`src/rtl/decoder_scan_pkg.sv`:
```
// Shared types and helpers for the decoder_scan_n block.
package decoder_scan_pkg;

    typedef enum logic [1:0] {IDLE, DIRECT, SCAN} dec_state_t;

    localparam logic MODE_DIRECT = 1'b0;
    localparam logic MODE_SCAN   = 1'b1;

    // Prescaler counter width: clog2 of the divide ratio, never narrower than one bit.
    function automatic int unsigned presc_width(input int unsigned div);
        return (div <= 2) ? 1 : $clog2(div);
    endfunction

endpackage

```
`src/rtl/decoder_scan_n_prescaler.sv`:
```
// Scan prescaler: counts 0..TICK_DIV-1 while run is high and flags the terminal count.
module scan_prescaler
    import decoder_scan_pkg::*;
#(
    parameter int unsigned TICK_DIV = 1000
) (
    input  logic clk,
    input  logic rst,
    input  logic run,
    input  logic clear,
    output logic tick
);

    localparam int unsigned CW = presc_width(TICK_DIV);
    localparam logic [CW-1:0] LAST = CW'(TICK_DIV - 1);

    logic [CW-1:0] cnt;

    assign tick = run && (cnt == LAST);

    always_ff @(posedge clk or posedge rst) begin
        if (rst) begin
            cnt <= '0;
        end else if (clear) begin
            cnt <= '0;
        end else if (run) begin
            cnt <= tick ? '0 : cnt + 1'b1;
        end
    end

endmodule

```
`src/rtl/decoder_scan_n.sv`:
```
// Registered binary decoder with DIRECT and free-running SCAN modes.
// Define DECODER_SCAN_THERMO_EN to add the `thermo` input (thermometer-coded out).
module decoder_scan_n
    import decoder_scan_pkg::*;
#(
    parameter int unsigned SEL_W     = 4,
    parameter int unsigned TICK_DIV  = 1000,
    parameter int unsigned SCAN_LAST = 2**SEL_W - 1
) (
    input  logic                  clk,
    input  logic                  rst,
    input  logic                  ena,
    input  logic                  mode,
    input  logic [SEL_W-1:0]      a,
`ifdef DECODER_SCAN_THERMO_EN
    input  logic                  thermo,
`endif
    output logic [2**SEL_W-1:0]   out,
    output logic [SEL_W-1:0]      idx,
    output logic                  step,
    output logic                  active
);

    localparam int unsigned OUT_W = 2**SEL_W;
    localparam logic [SEL_W-1:0] LAST_IDX = SEL_W'(SCAN_LAST);

    if (SCAN_LAST > OUT_W - 1) begin : g_bad_scan_last
        $error("decoder_scan_n: SCAN_LAST %0d exceeds 2**SEL_W-1", SCAN_LAST);
    end
    if (TICK_DIV < 1) begin : g_bad_tick_div
        $error("decoder_scan_n: TICK_DIV must be at least 1");
    end

    dec_state_t       state;
    logic [SEL_W-1:0] scan_idx;
    logic [SEL_W-1:0] scan_idx_d;
    logic             scan_req;
    logic             run;
    logic             clear;
    logic             tick;
    logic             thermo_en;

`ifdef DECODER_SCAN_THERMO_EN
    assign thermo_en = thermo;
`else
    assign thermo_en = 1'b0;
`endif

    // Only an edge already in SCAN counts; entry edges (from IDLE or DIRECT) leave the
    // prescaler alone, and entry from DIRECT additionally restarts the scan.
    assign scan_req = ena && (mode == MODE_SCAN);
    assign run      = scan_req && (state == SCAN);
    assign clear    = scan_req && (state == DIRECT);

    scan_prescaler #(
        .TICK_DIV (TICK_DIV)
    ) u_prescaler (
        .clk   (clk),
        .rst   (rst),
        .run   (run),
        .clear (clear),
        .tick  (tick)
    );

    always_comb begin
        scan_idx_d = scan_idx;
        if (clear) begin
            scan_idx_d = '0;
        end else if (tick) begin
            scan_idx_d = (scan_idx == LAST_IDX) ? '0 : scan_idx + 1'b1;
        end
    end

    function automatic logic [OUT_W-1:0] decode(input logic [SEL_W-1:0] sel, input logic therm);
        logic [OUT_W-1:0] d;
        for (int i = 0; i < OUT_W; i++) begin
            d[i] = therm ? (SEL_W'(i) <= sel) : (SEL_W'(i) == sel);
        end
        return d;
    endfunction

    always_ff @(posedge clk or posedge rst) begin
        if (rst) begin
            state    <= IDLE;
            scan_idx <= '0;
            idx      <= '0;
            out      <= '0;
            step     <= 1'b0;
            active   <= 1'b0;
        end else begin
            scan_idx <= scan_idx_d;
            step     <= tick;
            if (!ena) begin
                state  <= IDLE;
                out    <= '0;
                active <= 1'b0;
            end else if (mode == MODE_DIRECT) begin
                state  <= DIRECT;
                idx    <= a;
                out    <= decode(a, thermo_en);
                active <= 1'b1;
            end else begin
                state  <= SCAN;
                idx    <= scan_idx_d;
                out    <= decode(scan_idx_d, thermo_en);
                active <= 1'b1;
            end
        end
    end

endmodule
```
`config.mk`:
```
export PLATFORM = sky130hd
export DESIGN_NAME = decoder_scan_n
export DESIGN_NICKNAME = d
export VERILOG_FILES = /design/src/rtl/decoder_scan_pkg.sv /design/src/rtl/decoder_scan_n_prescaler.sv /design/src/rtl/decoder_scan_n.sv
export SDC_FILE = /design/constraint.sdc
export NUM_CORES = 1
export LEC_CHECK = 0
export ABC_CLOCK_PERIOD_IN_PS = 2750
export BUFFER_PORTS_ARGS = -buffer_cell sky130_fd_sc_hd__buf_2
export CAP_MARGIN = 20
export CORE_MARGIN = 3
export CORE_UTILIZATION = 30
export DETAILED_ROUTE_END_ITERATION = 8
export GPL_TIMING_DRIVEN = 0
export SLEW_MARGIN = 20
export SYNTH_ARGS = -nofsm -noshare
export SYNTH_HDL_FRONTEND = slang
export SYNTH_SLANG_ARGS = --single-unit
```
`constraint.sdc`:
```
create_clock -name clk -period 2.75 [get_ports clk]
set_input_delay 0.1375 -clock clk [delete_from_list [all_inputs] [get_ports clk]]
set_output_delay 0.1375 -clock clk [all_outputs]
set_load 0.05 [all_outputs]
```
==> flow_summary.json <==
{
  "worstSetupEndpointType": "register",
  "crit_fanout": 7,
  "grt_overflow": 0,
  "cts_setup_buffers": 0,
  "internal_power_uw": 984,
  "dieArea_mm2": 0.00669,
  "cp.arrival_ns": 2.67,
  "core_area_mm2": 0.00534,
  "tns_ns": 0,
  "seq_power_share_pct": 46.1,
  "synth_nets": 174,
  "setup.worst_path.end": "out[4]",
  "path_cells": "or3b_1 > or4_4 > buf_6 > clkinv_2 > mux2i_4 > nor2_1 > a21oi_1 > nor2_1",
  "fp.dieH_um": 81.8,
  "ant_nets": 0,
  "dpl.hpwl_um": 2590,
  "diodes": 0,
  "r2r-start": "u_prescaler.cnt[3]",
  "crit_required_ns": 2.93,
  "synthesis.area_mm2": 0.00172,
  "setup_viol": 0,
  "drtIter0Drc": 75,
  "power.total_mw": 1.30,
  "cts_tree": "done",
  "worstSetupPathType": "reg2reg",
  "io_pins": 30,
  "cts-root-buf": "clkbuf_8",
  "clk_latency_ns": 0.29,
  "skew_ns": 0.00603,
  "yosys.cell_types.count": 42,
  "yosysWarnings": 0,
  "cts_max_level": 2,
  "r2r_cells": 8,
  "synth_top_cell_area_share_pct": 55.2,
  "synth-seq-area-share_pct": 55.2,
  "yosysTopAreaCell": "dfrtp_1",
  "grt_max_degree": 21,
  "p_clk_share_pct": 43.6,
  "cpMostUsedCell": "nor2_1",
  "clock_sinks": 38,
  "cp-startpoint": "u_prescaler.cnt[3]",
  "clk_path_buf_depth": 2,
  "period_share_pct": 90.9,
  "synthToLayoutAreaGrowth_pct": 24.8,
  "ir_drop_uv": 307,
  "async_flop_share_pct": 100,
  "timing.slew.headroom_pct": 70.2,
  "fill_cells": 528,
  "timing.fmax_ghz": 0.400,
  "path_clk_slew_ns": 0.08,
  "synth_common_cells": "38 x dfrtp_1, 30 x nor2_1, 12 x nand2_1, 8 x a21oi_1",
  "crit_slowest_cell": "or4_4",
  "combPwrFrac_pct": 10.3,
  "synthFlopType": "dfrtp_1",
  "post_drt_wl_per_cell_um": 12.7,
  "drive_above_1_share_pct": 26.0,
  "drv_cap": 0,
  "hold_path_class": "in2reg",
  "slowest_delay_ns": 0.52,
  "syn_inst": 164,
  "ys_seq_elements": 38,
  "yosysMostFrequentCell": "dfrtp_1",
  "hold_viol": 0,
  "power.switching_uw": 313,
  "first_global_vias": 1223,
  "drv_slew": 0,
  "drt-vias-per-instance": 4.65,
  "r2r-end": "out[4]",
  "numCtsBuffers": 5,
  "start_kind": "register",
  "dr.pass1.iters": 4,
  "reg2reg_slack_ns": 0.25,
  "finalCriticalPeriod_ns": 2.50,
  "grt_setup_unrepaired": "false",
  "rows": 26,
  "p_sw_share_pct": 24.1,
  "gp_congestion": 0.772,
  "synth_edf_count": 0,
  "layout.nets": 213,
  "p_leak_nw": 1.04,
  "globalRouteTotalUtil_pct": 11.5,
  "io_buffers": 29,
  "status": "complete, no violations",
  "antenna_found_initial": 0,
  "wl_um": 3480,
  "drc": 0,
  "dieWidth_um": 81.8,
  "initial_core_util_pct": 32.3,
  "power_density_mw_per_mm2": 603,
  "ys_top_cells_by_area": "dfrtp_1 55%, nor2_1 6.5%, nand2_1 2.6%, xor2_1 2.5%, a21oi_1 2.3%",
  "tightest_slew_ns": 0.448,
  "synth.avg_cell_area_um2": 10.5,
  "grt_first_pass_wirelength_um": 5810,
  "vias": 1273
}
-- worst max-delay path: cells and delay by family, from the launching register on --
family,cells,cell delay [ns]
compound gates,1,0.26
buf+inv,2,0.26
flops,1,0.41
mux,1,0.35
simple gates,4,1.10
-- layout make-up --
| cell class | count | area [um^2] | area share (%) |
|---|---|---|---|
| Sequential cell | 38 | 951 | 44.2 |
| Multi-Input combinational cell | 113 | 723 | 33.6 |
| Timing Repair Buffer | 32 | 193 | 8.96 |
| Tap cell | 70 | 87.6 | 4.07 |
| Clock buffer | 5 | 68.8 | 3.20 |
| Clock inverter | 3 | 68.8 | 3.20 |
| Inverter | 9 | 35.0 | 1.63 |
| Buffer | 4 | 22.5 | 1.05 |
-- power by group through the flow --
stage	combinational, mW	clock [mW]	sequential (mW)
final	0.134	0.566	0.598
after global routing	0.149	0.600	0.601
after CTS	0.136	0.579	0.598
after detailed placement	0.133	0	0.609
after global placement	0.127	0	0.608
after floorplan	0.0601	0	0.638
-- cell usage in the layout (no fill, tap or decap), types with 3 or more instances in the layout --
| cell type | instances |
|---|---|
| nand2b_1 | 3 |
| clkbuf_8 | 5 |
| buf_2 | 29 |
| o21ai_0 | 6 |
| nor3_1 | 4 |
| nand2_1 | 12 |
| nor2_1 | 30 |
| a21oi_1 | 8 |
| nand4_1 | 5 |
| dfrtp_1 | 38 |
| xor2_1 | 5 |
| inv_1 | 5 |
| inv_2 | 3 |
| clkbuf_1 | 3 |
-- what timing repair did --
action                                  4_1_cts  5_1_grt
endpoints found under the setup margin        0        2
hold buffers                                  2        0
gates resized for setup                       0        1
hold endpoints to repair                     19        0
-- sequential cells by signal, indices dropped and copies added, names as in the netlist --
name,flops
out,16
active,1
state,2
u_prescaler.cnt,10
step,1
idx,4
scan_idx,4
-- stage by stage --
| stage | hold slack [ns] | std cells | utilization, % | worst slack, ns | instance area, um^2 |
|---|---|---|---|---|---|
| after CTS | 0.194 | 274 | 40.1 | 0.157 | 2140 |
| after detailed placement | 0.164 | 264 | 37.2 | 0.160 | 1980 |
| after global placement | 0.279 | 263 | 36.7 | 0.187 | 1960 |
| after global routing | 0.223 | 274 | 40.3 | 0.0987 | 2150 |
| after floorplan | 0.169 | 164 | - | 0.409 | 1720 |
| final | 0.197 | 274 | 40.3 | 0.251 | 2150 |
-- layer usage --
metal	up-vias	GRT usage, %	wire, um
met5	-	0	0
met4	0	5.48	68
met3	6	2.96	139
met2	26	16.3	1520
met1	597	16.3	1750
li1	644	-	-
-- worst min path at each step --
stage | from | to | slack, ns | cells past startpoint
6_report | a[3] | out[11] | 0.20 | 3
2_1_floorplan | ena | active | 0.17 | 0
5_1_grt | a[3] | out[9] | 0.22 | 3
3_3_place_gp | ena | active | 0.28 | 1
4_1_cts | a[3] | out[11] | 0.19 | 3
3_5_place_dp | rst | out[14] | 0.16 | 2
-- kinds of logic (layout without fill, tap and decap cells) --
kind of cell | count (synthesis) | in the layout | share of synthesized area, %
mux | 4 | 4 | 3.27
flops | 38 | 38 | 55.2
fa+ha+maj | 2 | 2 | 1.45
buf+inv | 13 | 53 | 3.34
compound gates | 28 | 28 | 12.2
xor+xnor | 7 | 7 | 3.56
simple gates | 72 | 72 | 21.0
Power figures use the tool's default switching activity.
